[src/rtl/mem_bus_arbiter_pkg.sv]
// Shared definitions for the two-requester AXI4-lite master arbiter:
// FSM states, requester ids, AXI response codes and default protection bits.
package mem_bus_arbiter_pkg;

  localparam logic [2:0] INST_PROT_DEFAULT = 3'b101;
  localparam logic [2:0] DATA_PROT_DEFAULT = 3'b000;

  typedef enum logic [2:0] {
    IDLE,
    RD_ADDR,
    RD_DATA,
    WR_ADDR_DATA,
    WR_RESP
  } state_t;

  typedef enum logic {
    SRC_INST = 1'b0,
    SRC_DATA = 1'b1
  } src_t;

  typedef enum logic [1:0] {
    RESP_OKAY   = 2'b00,
    RESP_EXOKAY = 2'b01,
    RESP_SLVERR = 2'b10,
    RESP_DECERR = 2'b11
  } resp_t;

endpackage

[src/rtl/rr_arbiter2.sv]
// Two-input round-robin grant (instruction fetch vs data).
// Ports: clk, reset (async active-low), en (arbitration allowed this cycle),
//        req_inst/req_data (pending requests), grant_inst/grant_data (one-hot or zero).
// last_grant resets to data so the fetch side wins the first contention.
module rr_arbiter2
  import mem_bus_arbiter_pkg::*;
(
  input  logic clk,
  input  logic reset,
  input  logic en,
  input  logic req_inst,
  input  logic req_data,
  output logic grant_inst,
  output logic grant_data
);

  src_t last_grant;

  always_comb begin
    grant_inst = en && req_inst && (!req_data || (last_grant == SRC_DATA));
    grant_data = en && req_data && (!req_inst || (last_grant == SRC_INST));
  end

  always_ff @(posedge clk or negedge reset) begin
    if (!reset) begin
      last_grant <= SRC_DATA;
    end else if (grant_inst) begin
      last_grant <= SRC_INST;
    end else if (grant_data) begin
      last_grant <= SRC_DATA;
    end
  end

endmodule

[src/rtl/mem_bus_arbiter.sv]
// Shares one AXI4-lite master port between instruction fetch (read-only) and
// data load/store. One transaction outstanding at a time; round-robin on contention.
// Ports:
//   clk, reset (async active-low)
//   i_req_*/i_rsp_* : fetch request (valid/addr, ready pulse) and response pulse
//   d_req_*/d_rsp_* : data request (valid/write/addr/wdata/wstrb, ready pulse) and response pulse
//   aw*/w*/b*/ar*/r* : AXI4-lite master channels
module mem_bus_arbiter
  import mem_bus_arbiter_pkg::*;
#(
  parameter logic [2:0] INST_PROT = INST_PROT_DEFAULT,
  parameter logic [2:0] DATA_PROT = DATA_PROT_DEFAULT
) (
  input  logic        clk,
  input  logic        reset,
  input  logic        i_req_valid,
  input  logic [31:0] i_req_addr,
  output logic        i_req_ready,
  output logic        i_rsp_valid,
  output logic [31:0] i_rsp_data,
  output logic        i_rsp_err,
  input  logic        d_req_valid,
  input  logic        d_req_write,
  input  logic [31:0] d_req_addr,
  input  logic [31:0] d_req_wdata,
  input  logic [3:0]  d_req_wstrb,
  output logic        d_req_ready,
  output logic        d_rsp_valid,
  output logic [31:0] d_rsp_rdata,
  output logic        d_rsp_err,
  output logic        awvalid,
  input  logic        awready,
  output logic [31:0] awaddr,
  output logic [2:0]  awprot,
  output logic        wvalid,
  input  logic        wready,
  output logic [31:0] wdata,
  output logic [3:0]  wstrb,
  input  logic        bvalid,
  output logic        bready,
  input  logic [1:0]  bresp,
  output logic        arvalid,
  input  logic        arready,
  output logic [31:0] araddr,
  output logic [2:0]  arprot,
  input  logic        rvalid,
  output logic        rready,
  input  logic [31:0] rdata,
  input  logic [1:0]  rresp
);

  state_t      state, state_n;
  src_t        src, src_n;
  logic        run;
  logic        arb_en, grant_inst, grant_data, rd_done;
  logic        arvalid_n, rready_n, awvalid_n, wvalid_n, bready_n;
  logic [31:0] araddr_n, awaddr_n, wdata_n;
  logic [2:0]  arprot_n, awprot_n;
  logic [3:0]  wstrb_n;
  logic        i_rsp_valid_n, i_rsp_err_n, d_rsp_valid_n, d_rsp_err_n;
  logic [31:0] i_rsp_data_n, d_rsp_rdata_n;

  // Ready is combinational from the grant; 'run' keeps it low while reset is held.
  // No new grant during the response pulse cycle.
  assign arb_en = run && (state == IDLE) && !i_rsp_valid && !d_rsp_valid;

  rr_arbiter2 u_rr (
    .clk        (clk),
    .reset      (reset),
    .en         (arb_en),
    .req_inst   (i_req_valid),
    .req_data   (d_req_valid),
    .grant_inst (grant_inst),
    .grant_data (grant_data)
  );

  assign i_req_ready = grant_inst;
  assign d_req_ready = grant_data;

  always_comb begin
    state_n       = state;
    src_n         = src;
    arvalid_n     = arvalid;
    araddr_n      = araddr;
    arprot_n      = arprot;
    rready_n      = rready;
    awvalid_n     = awvalid;
    awaddr_n      = awaddr;
    awprot_n      = awprot;
    wvalid_n      = wvalid;
    wdata_n       = wdata;
    wstrb_n       = wstrb;
    bready_n      = bready;
    i_rsp_valid_n = 1'b0;
    i_rsp_data_n  = '0;
    i_rsp_err_n   = 1'b0;
    d_rsp_valid_n = 1'b0;
    d_rsp_rdata_n = '0;
    d_rsp_err_n   = 1'b0;
    rd_done       = 1'b0;

    case (state)
      IDLE: begin
        if (grant_inst) begin
          src_n     = SRC_INST;
          araddr_n  = i_req_addr;
          arprot_n  = INST_PROT;
          arvalid_n = 1'b1;
          rready_n  = 1'b1;
          state_n   = RD_ADDR;
        end else if (grant_data) begin
          src_n = SRC_DATA;
          if (d_req_write) begin
            awaddr_n  = d_req_addr;
            awprot_n  = DATA_PROT;
            wdata_n   = d_req_wdata;
            wstrb_n   = d_req_wstrb;
            awvalid_n = 1'b1;
            wvalid_n  = 1'b1;
            state_n   = WR_ADDR_DATA;
          end else begin
            araddr_n  = d_req_addr;
            arprot_n  = DATA_PROT;
            arvalid_n = 1'b1;
            rready_n  = 1'b1;
            state_n   = RD_ADDR;
          end
        end
      end
      RD_ADDR: begin
        if (arvalid && arready) begin
          arvalid_n = 1'b0;
          if (rvalid && rready) rd_done = 1'b1;
          else                  state_n = RD_DATA;
        end
      end
      RD_DATA: begin
        if (rvalid && rready) rd_done = 1'b1;
      end
      WR_ADDR_DATA: begin
        if (awvalid && awready) awvalid_n = 1'b0;
        if (wvalid && wready)   wvalid_n  = 1'b0;
        // Both channels done once both registered valids have dropped.
        if (!awvalid && !wvalid) begin
          bready_n = 1'b1;
          state_n  = WR_RESP;
        end
      end
      WR_RESP: begin
        if (bvalid && bready) begin
          bready_n      = 1'b0;
          d_rsp_valid_n = 1'b1;
          d_rsp_err_n   = (bresp != RESP_OKAY);
          state_n       = IDLE;
        end
      end
      default: state_n = IDLE;
    endcase

    if (rd_done) begin
      rready_n = 1'b0;
      state_n  = IDLE;
      if (src == SRC_INST) begin
        i_rsp_valid_n = 1'b1;
        i_rsp_data_n  = rdata;
        i_rsp_err_n   = !((rresp == RESP_OKAY) || (rresp == RESP_EXOKAY));
      end else begin
        d_rsp_valid_n = 1'b1;
        d_rsp_rdata_n = rdata;
        d_rsp_err_n   = !((rresp == RESP_OKAY) || (rresp == RESP_EXOKAY));
      end
    end
  end

  always_ff @(posedge clk or negedge reset) begin
    if (!reset) begin
      state       <= IDLE;
      src         <= SRC_DATA;
      run         <= 1'b0;
      arvalid     <= 1'b0;
      araddr      <= '0;
      arprot      <= '0;
      rready      <= 1'b0;
      awvalid     <= 1'b0;
      awaddr      <= '0;
      awprot      <= '0;
      wvalid      <= 1'b0;
      wdata       <= '0;
      wstrb       <= '0;
      bready      <= 1'b0;
      i_rsp_valid <= 1'b0;
      i_rsp_data  <= '0;
      i_rsp_err   <= 1'b0;
      d_rsp_valid <= 1'b0;
      d_rsp_rdata <= '0;
      d_rsp_err   <= 1'b0;
    end else begin
      state       <= state_n;
      src         <= src_n;
      run         <= 1'b1;
      arvalid     <= arvalid_n;
      araddr      <= araddr_n;
      arprot      <= arprot_n;
      rready      <= rready_n;
      awvalid     <= awvalid_n;
      awaddr      <= awaddr_n;
      awprot      <= awprot_n;
      wvalid      <= wvalid_n;
      wdata       <= wdata_n;
      wstrb       <= wstrb_n;
      bready      <= bready_n;
      i_rsp_valid <= i_rsp_valid_n;
      i_rsp_data  <= i_rsp_data_n;
      i_rsp_err   <= i_rsp_err_n;
      d_rsp_valid <= d_rsp_valid_n;
      d_rsp_rdata <= d_rsp_rdata_n;
      d_rsp_err   <= d_rsp_err_n;
    end
  end

endmodule

[config.mk]
export PLATFORM = sky130hd
export DESIGN_NAME = mem_bus_arbiter
export DESIGN_NICKNAME = d
export VERILOG_FILES = /design/src/rtl/mem_bus_arbiter_pkg.sv /design/src/rtl/rr_arbiter2.sv /design/src/rtl/mem_bus_arbiter.sv
export SDC_FILE = /design/constraint.sdc
export NUM_CORES = 1
export LEC_CHECK = 0
export ABC_AREA = 1
export BUFFER_PORTS_ARGS = -buffer_cell sky130_fd_sc_hd__buf_2
export CORE_MARGIN = 2
export CORE_UTILIZATION = 30
export CTS_CLUSTER_DIAMETER = 100
export CTS_CLUSTER_SIZE = 10
export DETAILED_ROUTE_END_ITERATION = 8
export GPL_ROUTABILITY_DRIVEN = 0
export PLACE_DENSITY_LB_ADDON = 0.2
export REMOVE_ABC_BUFFERS = 1
export SYNTH_ARGS = -nofsm -noshare
export SYNTH_HDL_FRONTEND = slang
export SYNTH_SLANG_ARGS = --single-unit
[constraint.sdc]
create_clock -name clk -period 3.3 [get_ports clk]
set_clock_uncertainty 0.05 [all_clocks]
set_input_delay 0 -clock clk [delete_from_list [all_inputs] [get_ports clk]]
set_output_delay 0 -clock clk [all_outputs]
set_load 0.05 [all_outputs]
==> flow_metrics.py, run 1 <==
metrics = {
    "run_status": {
        "outcome": "completed",
    },
    "setup_path": {
        "endpoint": "araddr[14]",
        "r2r-start": "state[1]",
        "end_kind": "flip-flop",
        "cp-start-kind": "flip-flop",
        "cp.required_ns": 3.61,
        "crit_start": "state[1]",
        "worstReg2RegEnd": "araddr[14]",
        "crit_type": "reg2reg",
        "crit_path_max_fanout": 46,
        "arrival_ns": 2.91,
        "r2r_slack_ns": 0.70,
        "r2r_cells": 11,
    },
    "sta": {
        "setup_violations": 0,
        "fmax_mhz": 384.8,
        "fin_crit_sh": 0.7875,
        "slew_violations": 0,
        "fin_tns_setup_ns": 0,
        "slew_headroom": 0.3186,
        "rsz0062_at_grt": "no",
        "fin_crit_ns": 2.599,
        "tightest_slew_ns": 1.022,
        "hold_viol_final": 0,
    },
    "synth": {
        "synthMostInstantiatedCell": "nand2_1",
        "synth.distinct_cells": 25,
        "syn_avg_cell_area_um2": 8.977,
        "ys_ff_latch": 180,
        "syn-instance-count": 780,
        "synth_top_area_cell": "dfrtp_1",
        "synth_edf_count": 0,
        "synthFlopType": "dfrtp_1",
        "synth_area_leaders": "dfrtp_1 (64%), nand2_1 (17%), o21ai_0 (4.4%), inv_1 (4.3%), nor2_1 (3.9%)",
        "synthesis.area_um2": 7002,
        "yosys-top-cells-count": "nand2_1 (312), dfrtp_1 (178), inv_1 (80), nor2_1 (73), o21ai_0 (62)",
        "yosys_warnings": 0,
        "synth_top_area_frac": 0.6362,
        "async_flop_share": 1.000,
        "ys_seq_area_frac": 0.6437,
    },
    "power": {
        "power.switching_uw": 4982,
        "ir_drop_v": 0.0003104,
        "clkPwrFrac": 0.211,
        "p_sw_frac": 0.4946,
        "power_density_nw_per_um2": 913.1,
        "seq_power_share": 0.323,
        "leakage_uw": 0.006333,
        "internal-power_uw": 5091,
        "combPwrFrac": 0.466,
    },
    "detailed_routing": {
        "top_layer_used": "met4",
        "drtIter0Drc": 408,
        "wire_per_inst_um": 13.88,
        "wl_met3_um": 2105,
        "drc": 0,
        "via_per_inst": 4.195,
        "drt-pass1-iter-count": 5,
        "routedLengthMet1_um": 9382,
        "vias": 6591,
        "wl_met2_um": 10060,
        "final_antenna_net_count": 0,
        "detail_route.wirelength_um": 21810,
    },
    "clocking": {
        "cts_resized": 0,
        "cts_buffers": 17,
        "h-tree-depth": 4,
        "post_cts.repair.setup_buffers": 0,
        "clock_sinks": 180,
        "ctsHoldBuffers": 152,
        "clkSlewWorstSetupHoldPaths_ns": 0.08,
        "clock_latency_ns": 0.43,
        "root_buffer": "clkbuf_16",
        "cts_tree": "built",
        "cts.path.max_buffers": 2,
    },
    "hold_path": {
        "hold_path_class": "in2reg",
        "hold_depth": 6,
        "hp-start": "rvalid",
    },
    "placement": {
        "io_buffer_count": 321,
        "place_inst": 1386,
        "dp_hpwl_um": 14230,
        "placed_cell_area_um2": 8884,
    },
    "global_routing": {
        "grt_pass1_wl_um": 33960,
        "grt_max_degree": 101,
        "grt_pass1_vias": 6814,
        "antenna_found_initial": 0,
        "grt.overflow.total": 0,
        "track_usage": 0.1766,
    },
    "floorplanning": {
        "std_cell_rows": 55,
        "initial_utilization": 0.3074,
        "io_pins": 327,
        "die_h_um": 156.8,
        "die_area_um2": 24580,
        "die_x_um": 156.8,
        "coreArea_um2": 22780,
    },
    "flow_run": {
        "cap_viol_max_count": 0,
    },
    "cells_and_area": {
        "fin_area_um2": 11030,
        "fin_util": 0.4843,
        "final_cells": 1571,
        "area_delta_synth_final_pct": 57.56,
        "drive_gt1_frac": 0.2959,
        "n_fill_cell": 2169,
        "nets": 1390,
    },
}
critical path, stage by stage, from the launching register on:
cell and delay, ns:
dfrtp_1 0.47, nor2_4 0.16, nand2_2 0.11, nor2_8 0.17
nand2_4 0.13, inv_2 0.32, buf_12 0.26, nand2_1 0.06
o21ai_0 0.08, nand2_1 0.07, dlygate4sd3_1 0.56, nand2_1 0.06
power groups by stage:
stage / Sequential [µW] / Combinational, µW / Clock, µW
after detailed placement: 3290 / 4570 / 0
after floorplan: 5590 / 1000 / 0
after global placement: 3270 / 4550 / 0
after global routing: 3340 / 5030 / 2290
final: 3260 / 4700 / 2120
after CTS: 3250 / 4740 / 2200
placed cells by master, fill, tap and decap left out, types with 2 or more instances in the layout:
cell type and count:
nor2_1 73, buf_4 6, buf_2 320, clkbuf_16 17, o21ai_0 62, inv_8 5, nand2_1 312, nand3_1 11
buf_12 2, nand4_1 2, a21oi_1 6, inv_2 3, conb_1 5, clkinv_8 4, dfrtp_1 178, o21ai_1 2
dfstp_2 2, inv_6 3, dlygate4sd3_1 152, inv_1 80
flip-flops by register name, indices dropped and copies added, names as in the netlist, 3 cells and up:
signal and count:
araddr 32, awaddr 32, d_rsp_rdata 32, i_rsp_data 32
state 3, wdata 32, wstrb 4
layout make-up:
cell class                      instances  area, µm²  share of cell area
Inverter                               83      311.5             0.02824
Tap cell                              313      391.6             0.03550
Antenna cell                            1      2.502           0.0002268
Timing Repair Buffer                  481       3219              0.2918
Clock buffer                           18      439.2             0.03981
Clock inverter                         14      185.2             0.01679
Sequential cell                       180       4507              0.4085
Multi-Input combinational cell        481       1976              0.1791
stage by stage:
| step | hold WS [ns] | worst slack [ns] | power [µW] |
|---|---|---|---|
| after CTS | 0.01958 | 0.6629 | 10180 |
| after floorplan | -0.3456 | -1.135 | 6596 |
| after global placement | 0.01288 | 1.079 | 7818 |
| after detailed placement | 0.009316 | 0.9936 | 7859 |
| final | 0.03922 | 0.7014 | 10070 |
| after global routing | 0.1007 | 0.4188 | 10660 |
per-layer routing:
metal / global-route usage / vias up
met3: 0.06397 / 16
met2: 0.3026 / 270
met1: 0.2055 / 3041
met4: 0.05679 / 0
li1: - / 3264
met5: 0 / -
how the worst min path moves through the flow:
stage | to | slack [ns]
3_3_place_gp | wdata[30] | 0.01
3_5_place_dp | awaddr[17] | 0.009
5_1_grt | arvalid | 0.10
6_report | rready | 0.04
4_1_cts | arvalid | 0.02
2_1_floorplan | araddr[0] | -0.35
kinds of logic (layout without fill, tap and decap cells):
family | after synthesis | after routing | share of synthesized area
and+or+nand+nor | 404 | 404 | 0.2262
DFF | 180 | 180 | 0.6437
buffers and inverters | 122 | 596 | 0.07577
AOI/OAI and AO/OA | 72 | 72 | 0.05325
other | 2 | 6 | 0.001073
No activity file was read; power rests on OpenSTA's default activity.
==> run 2: changes to the inputs <==
--- a/config.mk
+++ b/config.mk
@@ -5,7 +5,7 @@
 export SDC_FILE = /design/constraint.sdc
 export NUM_CORES = 1
 export LEC_CHECK = 0
-export ABC_AREA = 1
+export ABC_AREA = 0
 export BUFFER_PORTS_ARGS = -buffer_cell sky130_fd_sc_hd__buf_2
 export CORE_MARGIN = 2
 export CORE_UTILIZATION = 30
==> constraint.sdc (replaced) <==
create_clock -name clk -period 2.51 [get_ports clk]
set_clock_uncertainty 0.05 [all_clocks]
set_input_delay 0 -clock clk [delete_from_list [all_inputs] [get_ports clk]]
set_output_delay 0 -clock clk [all_outputs]
set_load 0.05 [all_outputs]
==> run 2 against run 1 <==
  * Cell area decreased by 2.0%
  * Sequential share of layout area grew 0.82 points
  * Total power is 31% higher
  * Critical path depth is 4 lower
  * Register-to-register slack worse by 0.51 ns
  * Global-route usage is 0.70 points lower
  * Critical endpoint is now d_rsp_err
  * Combinational power rose by 35%
  * First-iteration DRC count is 36% lower
  * Highest routed layer unchanged
==> flow_metrics.py, run 2 <==
metrics = {
    "sta": {
        "slew_violations": 0,
        "hold_viol_final": 0,
        "tightest_slew_ns": 0.6130,
        "worst_slack_ns": 0.1932,
        "fin_crit_sh": 0.9230,
        "setup_violations": 0,
        "fmax_mhz": 431.6,
        "fin_crit_ns": 2.317,
        "slew_headroom": 0.5913,
        "rsz0062_at_grt": "no",
    },
    "synth": {
        "synth_edf_count": 0,
        "syn-instance-count": 484,
        "synth.distinct_cells": 39,
        "synthesis.area_um2": 6875,
        "synth_top_area_frac": 0.6479,
        "synth_top_area_cell": "dfrtp_1",
        "async_flop_share": 1.000,
        "ys_ff_latch": 180,
        "synth_area_leaders": "dfrtp_1 (65%), mux2_2 (11%), o221a_2 (4.6%), and2_1 (3.1%), and3_1 (3.0%)",
        "synthFlopType": "dfrtp_1",
        "ys_seq_area_frac": 0.6555,
        "synthMostInstantiatedCell": "dfrtp_1",
        "yosys_warnings": 0,
        "syn_avg_cell_area_um2": 14.21,
        "yosys-top-cells-count": "dfrtp_1 (178), mux2_2 (68), and2_1 (34), and3_1 (33), or3_1 (32)",
    },
    "setup_path": {
        "cp.required_ns": 2.82,
        "path_cells": "buf_4 -> nand4b_1 -> a211oi_4 -> buf_6 -> and2_1 -> o2bb2ai_1 -> dlygate4sd3_1",
        "slowest_stage": "dlygate4sd3_1",
        "crit_path_max_fanout": 35,
        "arrival_ns": 2.63,
        "cpPeakStageDelay_ns": 0.57,
        "r2r_slack_ns": 0.19,
        "end_kind": "flip-flop",
        "crit_type": "reg2reg",
        "cp-start-kind": "flip-flop",
    },
    "detailed_routing": {
        "drt-pass1-iter-count": 4,
        "drc": 0,
        "wire_per_inst_um": 16.70,
        "detail_route.wirelength_um": 20790,
        "vias": 5673,
        "final_antenna_net_count": 0,
        "via_per_inst": 4.557,
        "drtIter0Drc": 260,
    },
    "power": {
        "power_density_nw_per_um2": 1224,
        "ir_drop_v": 0.0005335,
        "leakage_uw": 0.005620,
        "combPwrFrac": 0.480,
        "p_sw_frac": 0.4755,
        "seq_power_share": 0.321,
        "power.switching_uw": 6295,
        "clkPwrFrac": 0.199,
        "internal-power_uw": 6944,
    },
    "cells_and_area": {
        "nets": 1093,
        "drive_gt1_frac": 0.4896,
        "n_antenna_cell": 0,
        "area_delta_synth_final_pct": 57.31,
        "layout_common_cells": "buf_2 (320), dfrtp_1 (178), dlygate4sd3_1 (143), mux2_2 (68), and2_1 (34)",
        "final_common_cell": "buf_2",
        "fin_util": 0.4792,
        "n_fill_cell": 2024,
    },
    "floorplanning": {
        "die_h_um": 155.4,
        "die_x_um": 155.4,
        "std_cell_rows": 55,
        "die_area_um2": 24140,
        "initial_utilization": 0.3046,
        "coreArea_um2": 22570,
        "io_pins": 327,
    },
    "global_routing": {
        "track_usage": 0.1696,
        "antenna_found_initial": 0,
        "grt_pass1_vias": 6087,
        "grt_max_degree": 69,
        "grt_pass1_wl_um": 31880,
        "grt.overflow.total": 0,
    },
    "clocking": {
        "clkSlewWorstSetupHoldPaths_ns": 0.07,
        "cts.path.max_buffers": 2,
        "h-tree-depth": 4,
        "root_buffer": "clkbuf_16",
        "cts_tree": "built",
        "clock_latency_ns": 0.43,
        "clock_sinks": 180,
        "cts_buffers": 17,
    },
    "run_status": {
        "outcome": "completed",
    },
    "placement": {
        "dp_slack_ns": 0.4227,
        "dp_hpwl_um": 13330,
        "io_buffer_count": 321,
    },
    "hold_path": {
        "hold_path_class": "in2reg",
    },
    "flow_run": {
        "cap_viol_max_count": 0,
    },
}
-- run 2: through the flow --
step / total power (µW) / hold slack, ns / instances / setup TNS [ns] / area [µm²]
after floorplan: 8747 / -0.3456 / 449 / -54.68 / 6665
after global placement: 10450 / -0.06983 / 1070 / 0 / 8800
after detailed placement: 10470 / -0.07025 / 1070 / 0 / 8800
after CTS: 13350 / 0.002481 / 1245 / 0 / 10810
after global routing: 13890 / 0.07364 / 1245 / 0 / 10820
final: 13240 / 0.02056 / 1245 / 0 / 10820
-- run 2: area by class of cell --
| class | instances | area [µm²] | share of cell area |
|---|---|---|---|
| clock buffers | 17 | 425.4 | 0.03933 |
| clock inverters | 15 | 155.1 | 0.01435 |
| inverters | 4 | 15.01 | 0.001388 |
| flip-flops and latches | 180 | 4507 | 0.4167 |
| repair buffers | 479 | 3198 | 0.2957 |
| well taps | 285 | 356.6 | 0.03297 |
| multi-input cells | 265 | 2158 | 0.1996 |
-- run 2: worst paths after layout --
check	endpoint	cells after the start	start
setup / recovery	d_rsp_err	7	state[1]
hold / removal	state[0]	5	rvalid
setup reg to reg	d_rsp_err	7	state[1]
hold reg to reg	awaddr[18]	1	awaddr[18]
max in group asynchronous	awaddr[6]	3	reset
min in group asynchronous	i_rsp_data[2]	2	reset
-- run 2: layer usage --
layer / up-vias / global-route usage / wire (µm)
met4: 0 / 0.04806 / 259
met1: 2782 / 0.1942 / 8447
met3: 17 / 0.06741 / 1913
met2: 232 / 0.2941 / 10170
li1: 2642 / - / -
met5: - / 0 / 0
-- run 2: kinds of logic after synthesis --
group,share of synthesized area
and+or+nand+nor,0.1228
buffers and inverters,0.03439
DFF,0.6555
muxes,0.1114
AOI/OAI and AO/OA,0.07480
other,0.001092
-- run 2: critical path, delay by kind of cell, from the launching register on --
kind / cells / cell delay (ns)
AO/OA/AOI/OAI: 2 / 0.40
buffers and inverters: 3 / 1.02
AND/OR/NAND/NOR: 2 / 0.40
flip-flops: 1 / 0.38
-- run 2: power by group through the flow --
stage               logic [µW]  clock network [µW]  registers, µW
floorplan                 1300                   0           7440
global placement          6170                   0           4270
detailed placement        6190                   0           4290
CTS                       6390                2730           4240
global route              6680                2850           4360
finish                    6360                2630           4250
-- run 2: timing repair --
item,CTS,global route
gates resized for setup,0,1
hold endpoints to repair,355,0
buffers inserted,0,0
hold buffers,143,0
setup endpoints to repair,0,1
